File: config.mk
export PLATFORM = sky130hd
export DESIGN_NAME = seq_ctrl
export DESIGN_NICKNAME = d
export VERILOG_FILES = /design/src/rtl/seq_ctrl.sv
export SDC_FILE = /design/constraint.sdc
export NUM_CORES = 1
export LEC_CHECK = 0
export BUFFER_PORTS_ARGS = -buffer_cell sky130_fd_sc_hd__buf_2
export CAP_MARGIN = 10
export CORE_AREA = 2 2 156 158
export DETAILED_ROUTE_END_ITERATION = 12
export DIE_AREA = 0 0 158 160
export PLACE_DENSITY = 0.9
export SKIP_LAST_GASP = 1
export SLEW_MARGIN = 15
export SYNTH_ARGS = -nofsm -noshare
export SYNTH_HDL_FRONTEND = slang
export SYNTH_SLANG_ARGS = --single-unit
File: constraint.sdc
create_clock -name clk -period 2.6 [get_ports clk]
set_input_delay 0.52 -clock clk [delete_from_list [all_inputs] [get_ports clk]]
set_output_delay 0.52 -clock clk [all_outputs]
set_load 0.005 [all_outputs]
File: src/rtl/seq_ctrl.sv
// Multi-cycle sequencer for the sequential Y86-64 core: owns the PC, walks the
// datapath through one stage per cycle, and tracks status and retired count.
module seq_ctrl #(
    parameter logic [63:0] RESET_PC = 64'd0,
    parameter int unsigned CNT_W    = 32
) (
    input  logic             clk,
    input  logic             rst_n,
    input  logic             start,
    input  logic             stall,
    input  logic [3:0]       icode,
    input  logic             imem_error,
    input  logic             instr_valid,
    input  logic             cnd,
    input  logic             dmem_error,
    input  logic [63:0]      valC,
    input  logic [63:0]      valP,
    input  logic [63:0]      valM,
    output logic [63:0]      pc,
    output logic             f_en,
    output logic             d_en,
    output logic             e_en,
    output logic             m_en,
    output logic             w_en,
    output logic [2:0]       stat,
    output logic             busy,
    output logic             halted,
    output logic [CNT_W-1:0] retired
);

    typedef enum logic [2:0] {
        StIdle, StFetch, StDecode, StExecute, StMemory, StWriteback, StPcupd, StHalted
    } state_e;

    localparam logic [2:0] StatAok = 3'd1;
    localparam logic [2:0] StatHlt = 3'd2;
    localparam logic [2:0] StatAdr = 3'd3;
    localparam logic [2:0] StatIns = 3'd4;

    localparam logic [3:0] IcodeHalt = 4'h0;
    localparam logic [3:0] IcodeJxx  = 4'h7;
    localparam logic [3:0] IcodeCall = 4'h8;
    localparam logic [3:0] IcodeRet  = 4'h9;

    state_e           state_q, state_d;
    logic [63:0]      pc_q, pc_d;
    logic [2:0]       stat_q, stat_d;
    logic [CNT_W-1:0] retired_q, retired_d;
    logic [3:0]       icode_q, icode_d;
    logic [63:0]      valc_q, valc_d;
    logic [63:0]      valp_q, valp_d;
    logic [63:0]      valm_q, valm_d;
    logic             cnd_q, cnd_d;

    always_comb begin
        state_d   = state_q;
        pc_d      = pc_q;
        stat_d    = stat_q;
        retired_d = retired_q;
        icode_d   = icode_q;
        valc_d    = valc_q;
        valp_d    = valp_q;
        valm_d    = valm_q;
        cnd_d     = cnd_q;

        // A stalled cycle freezes everything, including error sampling.
        if (!stall) begin
            unique case (state_q)
                StIdle: begin
                    if (start) state_d = StFetch;
                end
                StFetch: begin
                    if (imem_error) begin
                        stat_d  = StatAdr;
                        state_d = StHalted;
                    end else if (!instr_valid) begin
                        stat_d  = StatIns;
                        state_d = StHalted;
                    end else if (icode == IcodeHalt) begin
                        stat_d  = StatHlt;
                        state_d = StHalted;
                    end else begin
                        icode_d = icode;
                        valc_d  = valC;
                        valp_d  = valP;
                        state_d = StDecode;
                    end
                end
                StDecode: state_d = StExecute;
                StExecute: begin
                    cnd_d   = cnd;
                    state_d = StMemory;
                end
                StMemory: begin
                    valm_d = valM;
                    if (dmem_error) begin
                        stat_d  = StatAdr;
                        state_d = StHalted;
                    end else begin
                        state_d = StWriteback;
                    end
                end
                StWriteback: state_d = StPcupd;
                StPcupd: begin
                    if (icode_q == IcodeCall || (icode_q == IcodeJxx && cnd_q)) begin
                        pc_d = valc_q;
                    end else if (icode_q == IcodeRet) begin
                        pc_d = valm_q;
                    end else begin
                        pc_d = valp_q;
                    end
                    retired_d = retired_q + CNT_W'(1);
                    state_d   = StFetch;
                end
                StHalted: state_d = StHalted;
                default:  state_d = StIdle;
            endcase
        end
    end

    always_ff @(posedge clk or negedge rst_n) begin
        if (!rst_n) begin
            state_q   <= StIdle;
            pc_q      <= RESET_PC;
            stat_q    <= StatAok;
            retired_q <= '0;
            icode_q   <= '0;
            valc_q    <= '0;
            valp_q    <= '0;
            valm_q    <= '0;
            cnd_q     <= 1'b0;
        end else begin
            state_q   <= state_d;
            pc_q      <= pc_d;
            stat_q    <= stat_d;
            retired_q <= retired_d;
            icode_q   <= icode_d;
            valc_q    <= valc_d;
            valp_q    <= valp_d;
            valm_q    <= valm_d;
            cnd_q     <= cnd_d;
        end
    end

    always_comb begin
        f_en   = (state_q == StFetch);
        d_en   = (state_q == StDecode);
        e_en   = (state_q == StExecute);
        m_en   = (state_q == StMemory);
        w_en   = (state_q == StWriteback);
        busy   = (state_q != StIdle) && (state_q != StHalted);
        halted = (state_q == StHalted);
    end

    assign pc      = pc_q;
    assign stat    = stat_q;
    assign retired = retired_q;

endmodule

Word level (Yosys, flattened, before mapping)
Cells that the tools add are included.
{ "totals": {"ff_bits": 299, "in_bits": 204, "output_inout_bits": 106, "elab_cells": 53} }
{ "op_classes": {"addsub": 1, "n_eq_ne": 14, "n_mux": 13, "bitwise": 3, "reduce_logical": 13} }
{ "op_table": {"columns": ["operator", "n"], "rows": [
  ["$mux 64", 2],
  ["$add 32x1->32 const B", 1],
  ["$mux 3", 8],
  ["$pmux 3 s8", 1],
  ["$eq 3x3->1 const B", 4],
  ["$eq 4x4->1 const B", 2],
  ["$reduce_and 2->1", 4],
  ["$eq 3x2->1 const B", 2],
  ["$pmux 3 s2", 1],
  ["$reduce_and 5->1", 1],
  ["$eq 4x3->1 const B", 1],
  ["$logic_not 4->1", 1],
  ["$ne 2x2->1 const B", 2],
  ["$ne 4x3->1 const B", 1],
  ["$reduce_and 4->1", 1],
  ["$eq 3x1->1 const B", 1],
  ["$logic_not 3->1", 1],
  ["$ne 3x3->1 const B", 1],
  ["$not 1->1", 3],
  ["$reduce_bool 3->1", 1],
  ["$logic_and 1x1->1", 2],
  ["$mux 2", 1],
  ["$reduce_bool 2->1", 1],
  ["$logic_or 1x1->1", 1]
]} }

Depth between registers and ports, before layout
Gate-level depths: netlist (run 1).
{ "logic_depth": {"depth_word": 5, "ltp_mapped": 6, "ltp_nobuf": 5} }

Least setup slack after synthesis (run 1)
No wires, ideal clock.
{ "synth_timing": {"kind": "input to register", "from": "in imem_error", "to": "reg icode_q[0]", "setup_time_ns": 0.127, "arrival_time_ns": 1.867, "required_time_ns": 2.473, "setup_slack_ns": 0.605, "cell_stages": 6, "path_cell_list": "nand2b_1 or2_1 nor3b_2 buf_4 buf_6 mux2_1"} }
{ "synth_via": {"elab_chain_cells": 2} }
{ "synth_rtl": {"columns": ["element", "line", "rtl"], "rows": [
  ["from (decl)", "12", "input logic imem_error,"],
  ["$not 1->1 (no line)", null, null],
  ["$reduce_and 5->1 (no line)", null, null],
  ["to (signal assigned)", "137", "icode_q <= icode_d;"],
  ["to (decl)", "49", "logic [3:0] icode_q, icode_d;"]
]} }
Every way passes these cells.
A chain may end at the register's enable or synchronous reset.

Final worst setup path (run 1)
{ "layout_timing": {"from": "reg state_q[2]", "to": "out m_en"} }
{ "layout_via": {"elab_chain_cells": 1} }
{ "layout_rtl": {"columns": ["element", "line", "rtl"], "rows": [
  ["from (decl)", "45", "state_e state_q, state_d;"],
  ["from (signal assigned)", "123", "state_q <= StIdle;"],
  ["from (signal assigned)", "133", "state_q <= state_d;"],
  ["$eq 3x3->1", "149", "m_en = (state_q == StMemory);"],
  ["to (decl)", "23", "output logic m_en,"]
]} }
Every way passes these cells.

==> results of run 1 <==
[power by group through the flow]
| stage | clock network (mW) | registers (mW) | logic (mW) |
|---|---|---|---|
| 3_5_place_dp | 0 | 7.59 | 4.65 |
| 6_report | 4.92 | 7.58 | 4.68 |
| 4_1_cts | 4.98 | 7.56 | 4.71 |
| 2_1_floorplan | 0 | 7.35 | 2.96 |
| 5_1_grt | 5.18 | 7.79 | 5.17 |
| 3_3_place_gp | 0 | 7.46 | 4.41 |
[final timing paths]
kind	to	slack [ns]	cells past startpoint
min reg2reg	retired[31]$_DFFE_PN0P_	0.47	1
max reg2reg	valc_q[54]$_DFFE_PN0P_	0.40	4
min	retired[13]$_DFFE_PN0P_	0.01	1
min in group clk	valc_q[55]$_DFFE_PN0P_	0.19	2
max	m_en	0.37	3
max in group asynchronous	pc[4]$_DFFE_PN0P_	1.84	2
[synth_stat cells (13+ instances only)]
library cell / instances / share of area (%)
a211oi_1: 64 / 3.8
nand4_1: 14 / 0.68
nand2_1: 82 / 2.4
nand3_1: 13 / 0.51
o21ai_0: 122 / 4.8
dfrtp_1: 298 / 58
mux2_1: 80 / 7.0
xnor2_1: 20 / 1.4
mux2_2: 118 / 10
clkbuf_1: 30 / 0.88
buf_2: 29 / 1.1
nor2b_1: 64 / 3.1
[cell families after synthesis]
| group | Yosys count |
|---|---|
| buffers and inverters | 76 |
| adder cells (fa/ha/maj) | 1 |
| flip-flops | 299 |
| multiplexers | 199 |
| XOR/XNOR | 31 |
| AND/OR/NAND/NOR | 228 |
| AO/OA/AOI/OAI | 202 |
[area by class of cell]
type / instances / area, um2
multi-input cells: 661 / 4980
diodes: 12 / 30.0
flip-flops and latches: 299 / 7480
well taps: 324 / 405
inverters: 7 / 26.3
clock inverters: 15 / 262
fillers: 1716 / 7870
clock buffers: 42 / 887
repair buffers: 336 / 1880
[sequential cells by signal, summed over array words and instances, names as in the netlist]
name and cells:
stat 3, cnd_q 1, state_q 3, retired 32, pc 64, icode_q 4
valc_q 64, valp_q 64, valm_q 64
[stage by stage]
step | instances | hold slack [ns] | utilization [%] | cell area, um2 | worst slack, ns
6_report | 1696 | 0.0134 | 67.0 | 16000 | 0.372
5_1_grt | 1694 | 0.0601 | 67.0 | 15900 | 0.292
4_1_cts | 1684 | 0.0190 | 66.9 | 15900 | 0.349
3_5_place_dp | 1627 | 0.465 | 62.0 | 14800 | 0.267
3_3_place_gp | 1627 | 0.454 | 62.0 | 14800 | 0.301
2_1_floorplan | 1036 | 0.224 | - | 12800 | 0.605
[layout by cell type, fill, tap and decap left out, drive strengths merged, types with 2 or more instances in the layout]
cell type  Yosys  routed
nor4          11      11
nand3         13      13
clkinv         0       5
nand4         14      14
dfrtp        298     298
bufinv         0       7
and4bb         2       2
nor2b         64      64
buf           39     336
inv            7       7
xor2          11      11
nor3          10      10
and4           3       3
clkbuf        30      42
clkinvlp       0       3
nand2         82      82
nor3b          4       4
o21ai        133     133
mux2         198     198
or2            2       2
diode          0      12
and3           4       4
nor2          11      11
a211oi        64      64
xnor2         20      20
nand2b         2       2
[per-layer routing]
layer / part of all wire [%] / GRT usage (%) / up-vias
li1: - / - / 4295
met1: 39 / 33.1 / 4843
met4: 4.9 / 14.4 / 2
met3: 7.2 / 5.21 / 118
met2: 49 / 42.3 / 405
met5: 0.039 / 0 / -
[worst max-delay path, cell delays in order (launching register included)]
cell     delay (ns)
dfrtp_1        0.37
buf_4          0.22
nor3b_1        0.39
buf_2          0.19
==> reports/qor.csv, run 1 <==
metric,value,unit
run status,"complete, no violations",
mux cell area share after synthesis,17.5,%
CTS Root Cell,clkbuf_16,
Setup CP Type,flop to output port,
HP Class,input port to async pin,
"Remaining Overflow, GRT",0,
fmax,0.449,GHz
global-route wire length before repair,52.5,mm
setup TNS,0,ns
synthesized area per cell,12.4,um2
Sw Pwr,5.18,mW
Least-Margin Pin Slew,0.730,ns
pin count of the biggest net entering global routing,91,
"Cell Area, Synth",12800,um2
nets,1541,
CTS tree,built,
Tmin final,2.23,ns
"Hold Vio Cnt, Final",0,
main combinational cell family by area after synthesis,multiplexers,
Area Overhead vs Synth,24.6,%
Final ANT Viol Nets,0,
I/O pin cnt,310,
Mapped Nets,1241,
CP Launch Point,state_q[2]$_DFFE_PN0P_,
area of the core,23800,um2
Worst R2R Start,state_q[0]$_DFFE_PN0P_,
normalized max-slew margin,51.4,%
"Top FF cell, synth",dfrtp_1,
Sw Ratio,30.2,%
vias in the first global route,10110,
leak pwr,7.62,nW
vias per inst,5.70,
# DRC,0,
Final Max Slew Viols,0,
required time of the critical path,2.08,ns
Initial Utilization,53.8,%
Async SR Flop Fraction,100,%
Clk network pwr share,28.6,%
GPL Wtd Cong,0.846,
Unique masters post-synth,44,
Die W,158,um
Post-Synth Adder-Cell Area,0.0977,%
Setup Buffers After CTS,0,
cts repair resizes,0,
Post-DP HPWL,21.7,mm
Setup crit end kind,output port,
Post-synth EDFFs,0,
DRT iter0 DRCs,780,
compound-gate portion of the synthesized area,9.31,%
Flop pwr share,44.1,%
XOR/XNOR Fraction of Synth Area,2.12,%
CTS Sinks,299,
Power Total,17.2,mW
CTS Buffer Depth,3,
Total Routing Usage GR,26.2,%
row cnt,57,
CTS buffer count,31,
initial antenna violation count,13,
combinational power share,27.2,%
setup violators final,0,
Mapped Cells,1036,
yosys warns,0,
Max Fanout on Critical Path,16,
Vias,9663,
hold_buf cts,0,
Worst EP arrival,1.71,ns
Peak supply drop,0.758,mV
"Seq/Total Area, Yosys",58.4,%
Clock transition at path regs,0.06,ns
power per cell area,1080,nW/um2
WL/cell,19.8,um
# H-tree levels,1,
Die H,160,um
Tcrit/Tclk final,85.7,%
Max-Cap Viols,0,
share of layout cells above drive strength 1,38.2,%
Pre-antenna DRT Iters,5,
Simple-Gate Fraction of Synth Area,9.52,%
Clock Skew,0.0110,ns
RSZ-0062 raised after global routing,false,
Int Power,12.0,mW
final wirelength,33.5,mm
Seq cells post-synth,299,
IO Port Bufs,309,
clk_lat worst skew,0.54,ns
die area,25300,um2
Worst setup SP type,flop,
No activity file was read; power rests on OpenSTA's default activity.
==> run 2: changes to the inputs <==
SETUP_SLACK_MARGIN = 0.5   (was unset)
==> run 2 against run 1 <==
  * The run now ends with hold timing left
  * Design area increased by 0.96%
  * Sequential cell count stayed put
  * Sequential share of layout area down 0.44 points
  * Global-route usage barely moved
  * Via count grew 0.81%
  * Wire length up 4.1%
  * Utilization grew 0.65 points
  * Final cell count increased by 0.77%
  * Non-clock buffer count rose by 12
  * Worst hold slack got worse by 0.018 ns
  * Critical path type is now flop to flop
  * Critical endpoint is now valm_q[46]$_DFFE_PN0P_
  * Largest power group unchanged
==> reports/qor.csv, run 2 (same netlist as run 1, synthesis figures left out) <==
metric,value,unit,change
PnR worst setup slack,0.525,ns,+0.154 ns
"Hold Vio Cnt, Final",2,,+2
HP Class,input port to async pin,,
Total Routing Usage GR,26.2,%,about the same
nets,1554,,+0.84%
"commonest non-fill, non-tap cells in the layout","buf_2, dfrtp_1, o21ai_0, mux2_2, nand2_1",,
"Remaining Overflow, GRT",0,,unchanged
Area Overhead vs Synth,25.8,%,
Post-DP HPWL,21.7,mm,unchanged
pin count of the biggest net entering global routing,91,,unchanged
I/O pin cnt,310,,unchanged
violated checks,hold timing,,
gr busiest metal,met2,,
setup violators final,0,,unchanged
fmax,0.482,GHz,+7.4%
Clock Skew,0.0128,ns,+0.00179 ns
WL/cell,20.4,um,+3.3%
depth of the worst register-to-register path,5,,+1
Tmin final,2.07,ns,-0.154 ns
Crit. path cell count,5,,+2
Max stage delay on crit path,0.42,ns,+0.03 ns
vias per inst,5.70,,about the same
grt met2 use,42.4,%,+0.079 points
GPL Wtd Cong,0.846,,unchanged
Pre-antenna DRT Iters,7,,+2
CTS Buffer Depth,3,,unchanged
final wirelength,34.9,mm,+4.1%
"Cell Count, Final, Fillers Out",1709,,+0.77%
CTS Root Cell,clkbuf_16,,
Worst path top cell family by delay,buffers and inverters,,
Setup crit end kind,flop,,
Placement Setup Slack,0.267,ns,unchanged
share of layout cells above drive strength 1,38.9,%,+0.73 points
Die H,160,um,unchanged
Buf/Inv on CP,3,,+1
Final Max Slew Viols,0,,unchanged
clk_lat worst skew,0.55,ns,about the same
Setup CP Type,flop to flop,,
Worst EP arrival,2.50,ns,+0.79 ns
tightest hold margin,-0.00484,ns,-0.0182 ns
Initial Utilization,53.8,%,unchanged
placed insts,1627,,unchanged
Tcrit/Tclk final,79.8,%,-5.9 points
die area,25300,um2,unchanged
DRT iter0 DRCs,828,,+6.2%
Die W,158,um,unchanged
run status,"finished, violations left",,
initial antenna violation count,13,,unchanged
CTS Sinks,299,,unchanged
slowest CP cell,buf_12,,
Power Total,17.4,mW,+1.1%
hold_buf cts,0,,unchanged
Worst setup SP type,flop,,
CTS tree,built,,
Least-Margin Pin Slew,0.739,ns,+0.00987 ns
setup TNS,0,ns,unchanged
Max Fanout on Critical Path,64,,+48
GR Util met3,5.13,%,-0.081 points
normalized max-slew margin,50.7,%,-0.66 points
global routing usage on met1,33.1,%,+0.037 points
DP Area,14800,um2,unchanged
# H-tree levels,1,,unchanged
row cnt,57,,unchanged
Finished Core Util,67.6,%,+0.65 points
RSZ-0062 raised after global routing,true,,
global-route wire length before repair,52.5,mm,about the same
Worst R2R Setup Slack,0.53,ns,+0.13 ns
CTS buffer count,31,,unchanged
power per cell area,1080,nW/um2,+0.14%
Final ANT Viol Nets,0,,unchanged
Max-Cap Viols,0,,unchanged
"most common cell after layout, fill and taps aside",buf_2,,
required time of the critical path,3.02,ns,+0.94 ns
Peak supply drop,0.757,mV,-0.20%
Vias,9741,,+0.81%
worst path cell trace,buf_2 -> buf_4 -> nor4b_2 -> buf_12 -> mux2_2,,
IO Port Bufs,309,,unchanged
leak pwr,7.70,nW,+1.1%
area of the core,23800,um2,unchanged
Finished Cell Area,16100,um2,+0.96%
Clock transition at path regs,0.06,ns,about the same
vias in the first global route,10113,,+0.030%
# DRC,0,,unchanged
[run 2: layer usage]
metal | up-vias | wire length [um]
li1 | 4317 | -
met1 | 4883 | 13600
met2 | 422 | 17300
met3 | 117 | 2500
met4 | 2 | 1520
met5 | - | 13
[run 2: report_power, final]
group          total (mW)  switching [mW]  internal, mW
Combinational        4.83            2.36          2.48
Clock                4.91            1.83          3.07
Sequential           7.63            1.09          6.54
[run 2: what timing repair did]
item	in CTS	in global routing
setup buffers	0	9
gates resized for setup	2	5
endpoints found under the setup margin	134	147
pin swaps	0	2
gates cloned	0	4
[run 2: final timing paths]
path | from | endpoint
min in group clk | valC[21] | valc_q[21]$_DFFE_PN0P_
hold reg to reg | retired[31]$_DFFE_PN0P_ | retired[31]$_DFFE_PN0P_
setup reg to reg | state_q[1]$_DFFE_PN0P_ | valm_q[46]$_DFFE_PN0P_
max in group asynchronous | rst_n | valc_q[41]$_DFFE_PN0P_
hold / removal | rst_n | retired[13]$_DFFE_PN0P_
setup / recovery | state_q[1]$_DFFE_PN0P_ | valm_q[46]$_DFFE_PN0P_
[run 2: cell type report]
cell class / count / area (um2)
antenna: 12 / 30.0
clock buffer: 42 / 887
clock inverter: 15 / 262
fill: 1690 / 7710
inverter: 7 / 26.3
multi-input combinational: 662 / 5000
sequential: 299 / 7480
tap: 324 / 405
timing repair buffer: 348 / 2010
[run 2: worst reg2reg max path: cells and delay by family, from the launching register on]
kind          cells  cell delay [ns]
simple gates      1             0.36
flops             1             0.41
buf+inv           3             0.76
mux               1             0.43
